### src/rtl/bit_scan_engine.sv
// Multi-cycle lowest-bit scanner: finds the first bit equal to in_match, CHUNK bits per clock.
// Optional macro BIT_SCAN_ITER_EN enables iterate mode (enumerate every match, then a terminator).
module bit_scan_engine #(
  parameter int unsigned WIDTH = 32,
  parameter int unsigned CHUNK = 8,
  parameter int unsigned POSW  = $clog2(WIDTH) + 1
) (
  input  logic             clk,
  input  logic             rst_n,
  input  logic             in_valid,
  output logic             in_ready,
  input  logic [WIDTH-1:0] in_data,
  input  logic             in_match,
  output logic             out_valid,
  input  logic             out_ready,
  output logic [POSW-1:0]  out_pos,
  output logic             out_found,
  output logic             out_last
);

  localparam int unsigned NCHUNK = WIDTH / CHUNK;
  localparam int unsigned KW     = (NCHUNK > 1) ? $clog2(NCHUNK) : 1;
  localparam int unsigned OFFW   = (CHUNK > 1) ? $clog2(CHUNK) : 1;

  typedef enum logic [1:0] {IDLE, SCAN, DONE} state_t;

  state_t           state;
  logic [WIDTH-1:0] word;
  logic             match_r;
  logic [KW-1:0]    k;

  logic [POSW-1:0]  base;
  logic [CHUNK-1:0] bits;
  logic [CHUNK-1:0] hits;
  logic             hit;
  logic [OFFW-1:0]  off;
  logic             last_chunk;

  assign in_ready = (state == IDLE);

  // Priority encode the current chunk; descending loop leaves the lowest match in off.
  always_comb begin
    base       = POSW'(k) * POSW'(CHUNK);
    bits       = CHUNK'(word >> base);
    hits       = match_r ? bits : ~bits;
    hit        = |hits;
    last_chunk = (k == KW'(NCHUNK - 1));
    off        = '0;
    for (int unsigned i = CHUNK; i > 0; i--) begin
      if (hits[i-1]) off = OFFW'(i - 1);
    end
  end

  always_ff @(posedge clk or negedge rst_n) begin
    if (!rst_n) begin
      state     <= IDLE;
      word      <= '0;
      match_r   <= 1'b0;
      k         <= '0;
      out_valid <= 1'b0;
      out_pos   <= '0;
      out_found <= 1'b0;
      out_last  <= 1'b0;
    end else begin
      case (state)
        IDLE: begin
          if (in_valid) begin
            word    <= in_data;
            match_r <= in_match;
            k       <= '0;
            state   <= SCAN;
          end
        end
        SCAN: begin
          if (hit) begin
            out_pos   <= base + POSW'(off);
            out_found <= 1'b1;
            out_valid <= 1'b1;
`ifdef BIT_SCAN_ITER_EN
            out_last  <= 1'b0;
`else
            out_last  <= 1'b1;
`endif
            state     <= DONE;
          end else if (last_chunk) begin
            out_pos   <= POSW'(WIDTH);
            out_found <= 1'b0;
            out_valid <= 1'b1;
            out_last  <= 1'b1;
            state     <= DONE;
          end else begin
            k <= k + 1'b1;
          end
        end
        DONE: begin
          if (out_ready) begin
            out_valid <= 1'b0;
`ifdef BIT_SCAN_ITER_EN
            // Knock out the reported bit and rescan from the same chunk.
            if (out_found) begin
              word[out_pos[POSW-2:0]] <= ~match_r;
              state                   <= SCAN;
            end else begin
              state <= IDLE;
            end
`else
            state <= IDLE;
`endif
          end
        end
        default: state <= IDLE;
      endcase
    end
  end

endmodule

### config.mk
export PLATFORM = sky130hd
export DESIGN_NAME = bit_scan_engine
export DESIGN_NICKNAME = d
export VERILOG_FILES = /design/src/rtl/bit_scan_engine.sv
export SDC_FILE = /design/constraint.sdc
export NUM_CORES = 1
export LEC_CHECK = 0
export BUFFER_PORTS_ARGS = -buffer_cell sky130_fd_sc_hd__clkbuf_2
export CORE_ASPECT_RATIO = 1.4
export CORE_MARGIN = 1
export CORE_UTILIZATION = 48
export DETAILED_ROUTE_END_ITERATION = 8
export PLACE_DENSITY = 0.75
export SYNTH_ARGS = -nofsm -noshare
export SYNTH_HDL_FRONTEND = slang
export SYNTH_SLANG_ARGS = --single-unit
### constraint.sdc
create_clock -name clk -period 1.91 [get_ports clk]
set_input_delay 0.2865 -clock clk [delete_from_list [all_inputs] [get_ports clk]]
set_output_delay 0.2865 -clock clk [all_outputs]
set_load 0.005 [all_outputs]
---- Yosys cells after proc, flatten, opt, wreduce, memory -nomap -nowiden ----
Cells that the tools add are included.
word-level totals
  input bits .............................. 37
  logic and storage cells ................. 56
  output and inout port bits .............. 10
  register bits after elaboration ......... 46
operators by class
  add/sub/neg operators ................... 2
  reductions and logical operators ........ 10
  eq/ne operators ......................... 8
  bitwise operators ....................... 1
  multiplexer cells ....................... 26
  shift operators ......................... 1
operators by type and width
  cell                   number
  $shr A32 B5 Y8         1
  $mux W3                8
  $mux W2                7
  $mux W6                2
  $mux W8                1
  $ne A2 B2 Y1 const B   4
  $not A8 Y8             1
  $reduce_or A8 Y1       1
  $add A5 B3 Y6          1
  $pmux W2 S3            1
  $reduce_and A3 Y1      2
  $reduce_bool A2 Y1     3
  $mux W1                5
  $eq A2 B2 Y1 const B   2
  $pmux W2 S2            1
  $reduce_and A2 Y1      2
  $reduce_and A4 Y1      1
  $ne A3 B3 Y1 const B   1
  $add A2 B1 Y2 const B  1
  $eq A2 B1 Y1 const B   1
  $logic_not A2 Y1       1
  $pmux W1 S2            1

---- Logic depth before layout (Yosys ltp) ----
Gate-level depths: netlist (run 1).
  depth after elaboration ................. 13
  gate-level depth with buffers ........... 7
  depth with buffers taken out ............ 6

---- Worst setup path after synthesis (run 1) ----
Ideal clock, no wire load.
  path type ............................... register to register
  start ................................... register k[0]
  end ..................................... register out_pos[4]
  period minus slack after synthesis ...... 2.047 ns
  arrival ................................. 1.926 ns
  library setup time ...................... 0.121 ns
  setup slack ............................. -0.137 ns
  path buffers ............................ 1
  cell stages (with the launch flop) ...... 8
  data required time ...................... 1.789 ns
  path through ............................ dfrtp_1 buf_6 mux4_2 nand2_2 a2bb2oi_2 nor2_2 a21o_4 a22o_1
on the way
  word-level cells in the longest chain between the ends .. 13
  elaborated cells between the ends (all ways) .. 17
  classes of those cells .................. add/sub (1); eq/ne (1); shift (1); mux (10); bitwise (1); reduce/logical (3)
ends and longest elaborated chain
  item                      line  RTL
  start: declaration        30    logic [KW-1:0] k;
  start signal: assignment  92    k <= k + 1'b1;
  $shr A32 B5 Y8            44    bits = CHUNK'(word >> base);
  $not A8 Y8                45    hits = match_r ? bits : ~bits;
  $mux W8                   45
  $mux W3 (8 in series)     50    if (hits[i-1]) off = OFFW'(i - 1);
  $add A5 B3 Y6             76    out_pos <= base + POSW'(off);
  $mux W6                   75    if (hit) begin
  end signal: assignment    76
  end signal: assignment    86    out_pos <= POSW'(WIDTH);
  end: declaration          16    output logic [POSW-1:0] out_pos,
Parallel ways exist; a longest one is shown, timed or not.
A chain may end at the register's enable or synchronous reset.

---- Worst setup path after layout (run 1) ----
  start ................................... register k[0]
  end ..................................... register out_pos[3]
Same word-level chain as after synthesis.

==> impl_metrics.csv, run 1 <==
group,metric,value,unit
status,outcome,"complete, but fails checks",
status,violations,"setup timing",
cells_and_area,fin_util,0.637,
global_routing,grt_pass1_wl,7.86,mm
placed_design,portBuffers,46,
placed_design,place_ws,-0.218,ns
cells_and_area,multi_input_area,1010,um^2
routing,wire_per_inst,13.1,um
routing,dr.pass1.iters,4,
clock_tree,clockBufferDepth,2,
yosys,synth_xor_area_frac,0.00401,
timing,period_needed,2.07,ns
global_routing,grt_pass1_vias,1775,
routing,postRouteAntennaNets,0,
timing,hold_viol,0,
floorplanning,die_h,81.8,um
worst_setup_path,end_kind,"flip-flop",
worst_setup_path,critPathTopFamily,"compound AO/OA/AOI/OAI gates",
pwr,peakVddDrop,0.757,mV
cells_and_area,area_growth,25.6,%
global_routing,antenna_found_initial,0,
yosys,ys.warnings.count,0,
timing,period_share,1.08,
yosys,async_flop_share,1.00,
timing,fin_setup_tns,-0.903,ns
timing,setup_ws,-0.156,ns
clock_tree,htreeDepth,2,
timing,maxSlewViolCount,0,
worst_setup_path,worstSetupPathType,"flip-flop to flip-flop",
worst_setup_path,path_max_fanout,7,
flow_run,drv_cap,0,
clock_tree,clock-root-buffer,"clkbuf_8",
timing,fmax,0.484,GHz
worst_setup_path,crit_required,2.10,ns
floorplanning,core_area,4310,um^2
global_routing,overflow,0,
routing,postRouteWirelength,4.60,mm
yosys,ys_ff_latch,46,
yosys,synth_top_family_by_area,"simple AND/OR/NAND/NOR gates",
clock_tree,cts.sinks,46,
yosys,ys_seq_area_frac,0.527,
worst_hold_path,hold_path_class,"input port to flip-flop",
floorplanning,die_w,59.0,um
yosys,synth_fa_ha_area_frac,0.00572,
floorplanning,die_area,4830,um^2
global_routing,grt_util_all_layers,0.219,
worst_setup_path,cp.arrival,2.25,ns
cells_and_area,n_antenna_cell,0,
global_routing,grt_max_degree,36,
routing,drtIter0Drc,39,
yosys,synth_top_area_frac,0.527,
yosys,synth_area_leader_cell,"dfrtp_1",
clock_tree,cts.clk_slew.worst_paths,0.08,ns
yosys,synthSimpleGateAreaFrac,0.243,
cells_and_area,nFillCells,414,
routing,drt-vias-per-instance,5.11,
worst_setup_path,slowest_stage,"mux4_2",
routing,drc_errors,0,
floorplanning,io_pins,47,
worst_setup_path,cp-start-kind,"flip-flop",
placed_design,dp_hpwl,3.44,mm
timing,worst_pin_slew,0.566,ns
timing,setup_violations,11,
pwr,cellPowerDensity,1350,nW/um^2
yosys,synth_area,2190,um^2
clock_tree,cts_tree,"done",
yosys,synth_ff_type,"dfrtp_1",
timing,finalClockSkew,0.00711,ns
yosys,synthCells,227,
clock_tree,clk_latency,0.29,ns
timing,rsz0062_at_grt,"yes",
yosys,synth.distinct_cells,36,
yosys,synth_area_leaders,"dfrtp_1 53%, nand2_1 18%, mux4_2 5.2%",
floorplanning,num_rows,28,
worst_setup_path,worst-path-buf-inv,1,
yosys,synthMuxAreaShare,0.116,
yosys,syn_nets,265,
timing,relSlewSlack,0.622,
yosys,synth_area_per_cell,9.63,um^2
worst_setup_path,slowest_delay,0.57,ns
yosys,synth_edf_count,0,
clock_tree,numCtsBuffers,5,
pwr,leakage,1.40,nW
routing,vias,1795,
floorplanning,start_util,0.507,
cells_and_area,seq_area,1150,um^2
timing,holdWs,0.175,ns
placed_design,place.gp.congestion,0.829,
cells_and_area,drive_above_1_share,0.316,
worst_setup_path,crit_chain,"buf_6 > mux4_2 > nand3_2 > a2bb2oi_4 > nor2_4 > a21o_4 > a22o_1",
cells_and_area,final_nets,329,
yosys,synth_compound_area_frac,0.0784,
[through the flow]
| step | cells | area [um^2] | total power [W] |
|---|---|---|---|
| after floorplan | 227 | 2200 | 0.00252 |
| after global placement | 339 | 2600 | 0.00296 |
| after detailed placement | 339 | 2600 | 0.00303 |
| after CTS | 350 | 2720 | 0.00369 |
| after global routing | 351 | 2750 | 0.00399 |
| final | 351 | 2750 | 0.00370 |
[registers in the layout, summed over array words and instances (netlist names)]
name,cells
out_found,1
out_valid,1
word,32
state,2
out_pos,6
k,2
match_r,1
out_last,1
[layout make-up]
| type | count | area share |
|---|---|---|
| flip-flops and latches | 46 | 0.419 |
| multi-input cells | 168 | 0.366 |
| repair buffers | 66 | 0.153 |
| well taps | 60 | 0.0273 |
| clock buffers | 6 | 0.0264 |
| inverters | 4 | 0.00547 |
| clock inverters | 1 | 0.00273 |
[Yosys cell counts, drive strengths merged (3+ instances only)]
master and n:
mux2i 4, clkbuf 7, nand2 108, mux4 8, a31oi 3, dfrtp 46
inv 4, o21ai 7, nor2 7, nand2b 6
[where the power goes]
group | switching [W] | internal (W) | total [W]
Clock | 0.000300 | 0.000251 | 0.000551
Sequential | 0.000263 | 0.00136 | 0.00163
Combinational | 0.000806 | 0.000716 | 0.00152
Total | 0.00137 | 0.00233 | 0.00370
[kinds of logic after synthesis]
logic type	after synthesis
compound gates	23
xor+xnor	1
fa+ha+maj	1
buf+inv	13
flops	46
mux	14
simple gates	129
[layer usage]
metal	global-route usage	vias to the layer above	wire, um
li1	-	878	-
met1	0.257	859	1890
met2	0.386	49	2430
met3	0.0457	9	185
met4	0.0881	0	95
met5	0	-	0
[final timing paths]
kind / startpoint / to / cells after the start / slack, ns
worst max register to register: k[0]$_DFFE_PN0P_ / out_pos[3]$_DFFE_PN0P_ / 7 / -0.16
worst min register to register: word[18]$_DFFE_PN0P_ / word[18]$_DFFE_PN0P_ / 2 / 0.48
max in group asynchronous: rst_n / k[0]$_DFFE_PN0P_ / 3 / 0.88
worst min-delay path: out_ready / state[1]$_DFFE_PN0P_ / 2 / 0.17
worst max-delay path: k[0]$_DFFE_PN0P_ / out_pos[3]$_DFFE_PN0P_ / 7 / -0.16
min in group asynchronous: rst_n / state[1]$_DFFE_PN0P_ / 2 / 0.51
[repair_timing]
| item | 4_1_cts | 5_1_grt |
|---|---|---|
| pin swaps | 6 | 1 |
| setup buffers | 3 | 1 |
| setup endpoints to repair | 13 | 13 |
| hold buffers | 1 | 0 |
| endpoints found under the hold margin | 21 | 0 |
| gates resized for setup | 9 | 5 |
[placed cells by master (no fill, tap or decap), types with 2 or more instances in the layout]
| cell | n |
|---|---|
| clkbuf_8 | 5 |
| nand3_2 | 2 |
| a32o_1 | 2 |
| o21ai_1 | 2 |
| buf_4 | 14 |
| a21oi_1 | 2 |
| o21ai_0 | 5 |
| mux2i_1 | 4 |
| a22o_1 | 2 |
| nor2_1 | 2 |
| inv_1 | 4 |
| buf_6 | 3 |
| nand2_1 | 107 |
| dfrtp_1 | 46 |
| mux4_2 | 8 |
| a31oi_1 | 3 |
| nor2_2 | 4 |
| clkbuf_2 | 46 |
| buf_12 | 2 |
| nand2b_1 | 6 |
| mux2_2 | 2 |
[worst reg2reg max path, stage by stage (launching register included)]
cell	delay (ns)
dfrtp_1	0.43
buf_6	0.15
mux4_2	0.57
nand3_2	0.12
a2bb2oi_4	0.18
nor2_4	0.07
a21o_4	0.23
a22o_1	0.22
(Power assumes the default switching activity.)
==> run 2: changes to the inputs <==
Settings changed: ABC_AREA from default to 1, CORE_UTILIZATION 48 to 49.
==> run 2 against run 1 <==
  * The run now ends clean
  * Fmax is 20% higher
  * Wire length decreased by 6.2%
  * Hold slack improved by 0.040 ns
  * Critical path type unchanged
  * Largest cell class unchanged
  * Synthesized area rose by 5.6%
  * Via count fell by 1.5%
  * Synthesized cell count grew 3.1%
  * Clock skew decreased by 0.0014 ns
  * Global-route usage shrank 2.0 points
  * Clock-buffer cell count grew 1
==> impl_metrics.csv, run 2 <==
group,metric,value,unit
status,outcome,"completed",
yosys,synth_area_leaders,"dfrtp_1 50%, mux2_2 16%, nand2_1 11%",
timing,setup_violations,0,
pwr,leakage,1.36,nW
yosys,synthSimpleGateAreaFrac,0.268,
clock_tree,clockBufferDepth,2,
routing,drtIter0Drc,54,
timing,period_share,0.904,
floorplanning,num_rows,29,
placed_design,placed_cells,339,
clock_tree,numCtsBuffers,5,
cells_and_area,area_growth,18.5,%
cells_and_area,fin_cells,351,
cells_and_area,drive_above_1_share,0.415,
worst_setup_path,slowest_delay,0.49,ns
pwr,internal_power,0.00264,W
placed_design,place.gp.congestion,0.904,
yosys,async_flop_share,1.00,
pwr,peakVddDrop,0.770,mV
cells_and_area,largest-register,"word",
timing,fmax,0.579,GHz
cells_and_area,final_nets,326,
clock_tree,cts_tree,"done",
timing,maxSlewViolCount,0,
worst_setup_path,crit_required,2.08,ns
placed_design,portBuffers,46,
routing,drc_errors,0,
pwr,combinationalPowerShare,0.471,
cells_and_area,layout_common_cells,"69 x nand2_1, 46 x clkbuf_2, 45 x dfrtp_1",
worst_setup_path,worst-path-buf-inv,1,
pwr,pwr-share-clk,0.136,
worst_setup_path,cp.arrival,1.90,ns
global_routing,grt_util_all_layers,0.199,
yosys,synth_top_area_frac,0.499,
timing,holdWs,0.215,ns
worst_setup_path,cpMostUsedCell,"nand2_1",
placed_design,dp_hpwl,3.19,mm
timing,worst_pin_slew,0.275,ns
yosys,ys.warnings.count,0,
yosys,ys_ff_latch,46,
yosys,ys_seq_area_frac,0.499,
pwr,sw_frac_of_total,0.389,
timing,hold_viol,0,
flow_run,drv_cap,0,
worst_setup_path,r2r-start,"k[0]$_DFFE_PN0P_",
timing,fin_setup_tns,0,ns
clock_tree,cts.sinks,46,
worst_setup_path,rr_endpoint,"state[1]$_DFFE_PN0P_",
yosys,synth.distinct_cells,26,
timing,rsz0062_at_grt,"no",
routing,dr.pass1.iters,4,
cells_and_area,top_regs,"word (32), out_pos (6)",
floorplanning,die_w,60.0,um
cells_and_area,seq_area,1150,um^2
yosys,yosysMostFrequentCell,"nand2_1",
yosys,yosys-top-cells-count,"69 x nand2_1, 46 x dfrtp_1, 32 x mux2_2, 29 x nand3_1, 14 x nand2_2",
cells_and_area,nFillCells,401,
cells_and_area,n_antenna_cell,0,
yosys,synth_area_per_cell,9.87,um^2
clock_tree,clock-root-buffer,"clkbuf_8",
yosys,synth_area_leader_cell,"dfrtp_1",
routing,wire_per_inst,12.3,um
cells_and_area,largest_reg_flops,32,
worst_setup_path,critPathTopFamily,"simple AND/OR/NAND/NOR gates",
global_routing,grt_pass1_vias,1754,
cells_and_area,final_common_cell,"nand2_1",
global_routing,grt_max_degree,47,
yosys,syn_nets,272,
worst_hold_path,min-delay-start,"out_ready",
worst_setup_path,slowest_stage,"dfrtp_2",
floorplanning,core_area,4540,um^2
yosys,synth_area,2310,um^2
floorplanning,die_h,83.2,um
yosys,synthMuxAreaShare,0.156,
worst_setup_path,reg2reg_setup_slack,0.18,ns
routing,vias,1768,
worst_setup_path,cp-start-kind,"flip-flop",
routing,postRouteAntennaNets,0,
pwr,cellPowerDensity,1580,nW/um^2
global_routing,overflow,0,
yosys,synth_fa_ha_area_frac,0.00542,
timing,period_needed,1.73,ns
worst_setup_path,worstRegToRegCells,11,
worst_setup_path,end_kind,"flip-flop",
worst_setup_path,crit_chain,"buf_4 > nand2_1 > nand3_2 > nand2_1 > nand2_1 > nand2_1 > nand2_1 > nor2_4 > nand2_2 > nand2_2 > o211ai_1",
timing,relSlewSlack,0.816,
global_routing,antenna_found_initial,0,
worst_setup_path,worstSetupPathType,"flip-flop to flip-flop",
clock_tree,cts.clk_slew.worst_paths,0.08,ns
yosys,synth_compound_area_frac,0.0228,
yosys,synth_edf_count,0,
yosys,synth_xor_area_frac,0,
worst_hold_path,hold_path_class,"input port to flip-flop",
timing,finalClockSkew,0.00576,ns
worst_setup_path,path_max_fanout,7,
clock_tree,clk_latency,0.29,ns
global_routing,grt_pass1_wl,7.52,mm
worst_hold_path,whs_endpoint,"state[1]$_DFFE_PN0P_",
yosys,synth_top_family_by_area,"simple AND/OR/NAND/NOR gates",
pwr,p_sw,0.00169,W
cells_and_area,multi_input_area,1050,um^2
routing,postRouteWirelength,4.32,mm
floorplanning,die_area,4990,um^2
yosys,synth_ff_type,"dfrtp_1",
clock_tree,htreeDepth,2,
pwr,seq_power_share,0.392,
worst_hold_path,hold_path_depth,2,
floorplanning,start_util,0.509,
routing,drt-vias-per-instance,5.04,
yosys,synthCells,234,
floorplanning,io_pins,47,
[run 2: what timing repair did]
| action | 4_1_cts | 5_1_grt |
|---|---|---|
| hold buffers | 1 | 0 |
| hold endpoints to repair | 46 | 0 |
| endpoints found under the setup margin | 0 | 13 |
| resized for setup | 0 | 2 |
| setup buffers | 0 | 2 |
[run 2: metrics by stage]
step | worst slack [ns] | total power [W] | utilization | cell area (um^2)
floorplan | 0.301 | 0.00328 | - | 2310
global placement | 0.112 | 0.00368 | 0.575 | 2610
detailed placement | 0.0563 | 0.00374 | 0.575 | 2610
CTS | 0.0373 | 0.00435 | 0.598 | 2710
global route | 0.0258 | 0.00474 | 0.603 | 2740
finish | 0.184 | 0.00433 | 0.603 | 2740
[run 2: worst max path at each step]
stage | startpoint | end | slack (ns) | cells after the start
4_1_cts | k[0]$_DFFE_PN0P_ | out_pos[0]$_DFFE_PN0P_ | 0.04 | 12
5_1_grt | k[0]$_DFFE_PN0P_ | out_pos[0]$_DFFE_PN0P_ | 0.03 | 13
3_3_place_gp | k[0]$_DFFE_PN0P_ | out_pos[0]$_DFFE_PN0P_ | 0.11 | 12
3_5_place_dp | k[0]$_DFFE_PN0P_ | out_pos[0]$_DFFE_PN0P_ | 0.06 | 12
6_report | k[0]$_DFFE_PN0P_ | state[1]$_DFFE_PN0P_ | 0.18 | 11
2_1_floorplan | k[0]$_DFFE_PN0P_ | state[1]$_DFFE_PN0P_ | 0.30 | 13
[run 2: cell type report]
class	instances	area share
flip-flops and latches	46	0.421
multi-input cells	172	0.384
repair buffers	55	0.120
clock buffers	7	0.0316
well taps	62	0.0283
inverters	8	0.0128
clock inverters	1	0.00183
[run 2: routing by layer]
metal | global-route usage | share of wire | vias up
met5 | 0 | 0 | -
met4 | 0.0634 | 0.016 | 0
met2 | 0.355 | 0.53 | 41
met1 | 0.231 | 0.43 | 833
li1 | - | - | 887
met3 | 0.0374 | 0.028 | 7
[run 2: power groups by stage]
stage	registers [W]	logic, W	clock network (W)
2_1_floorplan	0.00161	0.00167	0
3_3_place_gp	0.00171	0.00197	0
3_5_place_dp	0.00172	0.00202	0
4_1_cts	0.00170	0.00203	0.000612
5_1_grt	0.00175	0.00233	0.000653
6_report	0.00170	0.00204	0.000590
[run 2: logic make-up (layout without fill, tap and decap cells)]
group / count (synthesis) / after routing
AOI/OAI and AO/OA: 9 / 9
adders and majority gates: 1 / 1
buffers and inverters: 17 / 71
DFF: 46 / 46
muxes: 32 / 32
and+or+nand+nor: 129 / 130
[run 2: worst register-to-register path: stages (launching register included)]
cell      delay (ns)
dfrtp_2         0.49
buf_4           0.16
nand2_1         0.07
nand3_2         0.10
nand2_1         0.10
nand2_1         0.05
nand2_1         0.08
nand2_1         0.09
nor2_4          0.13
nand2_2         0.09
nand2_2         0.15
o211ai_1        0.10
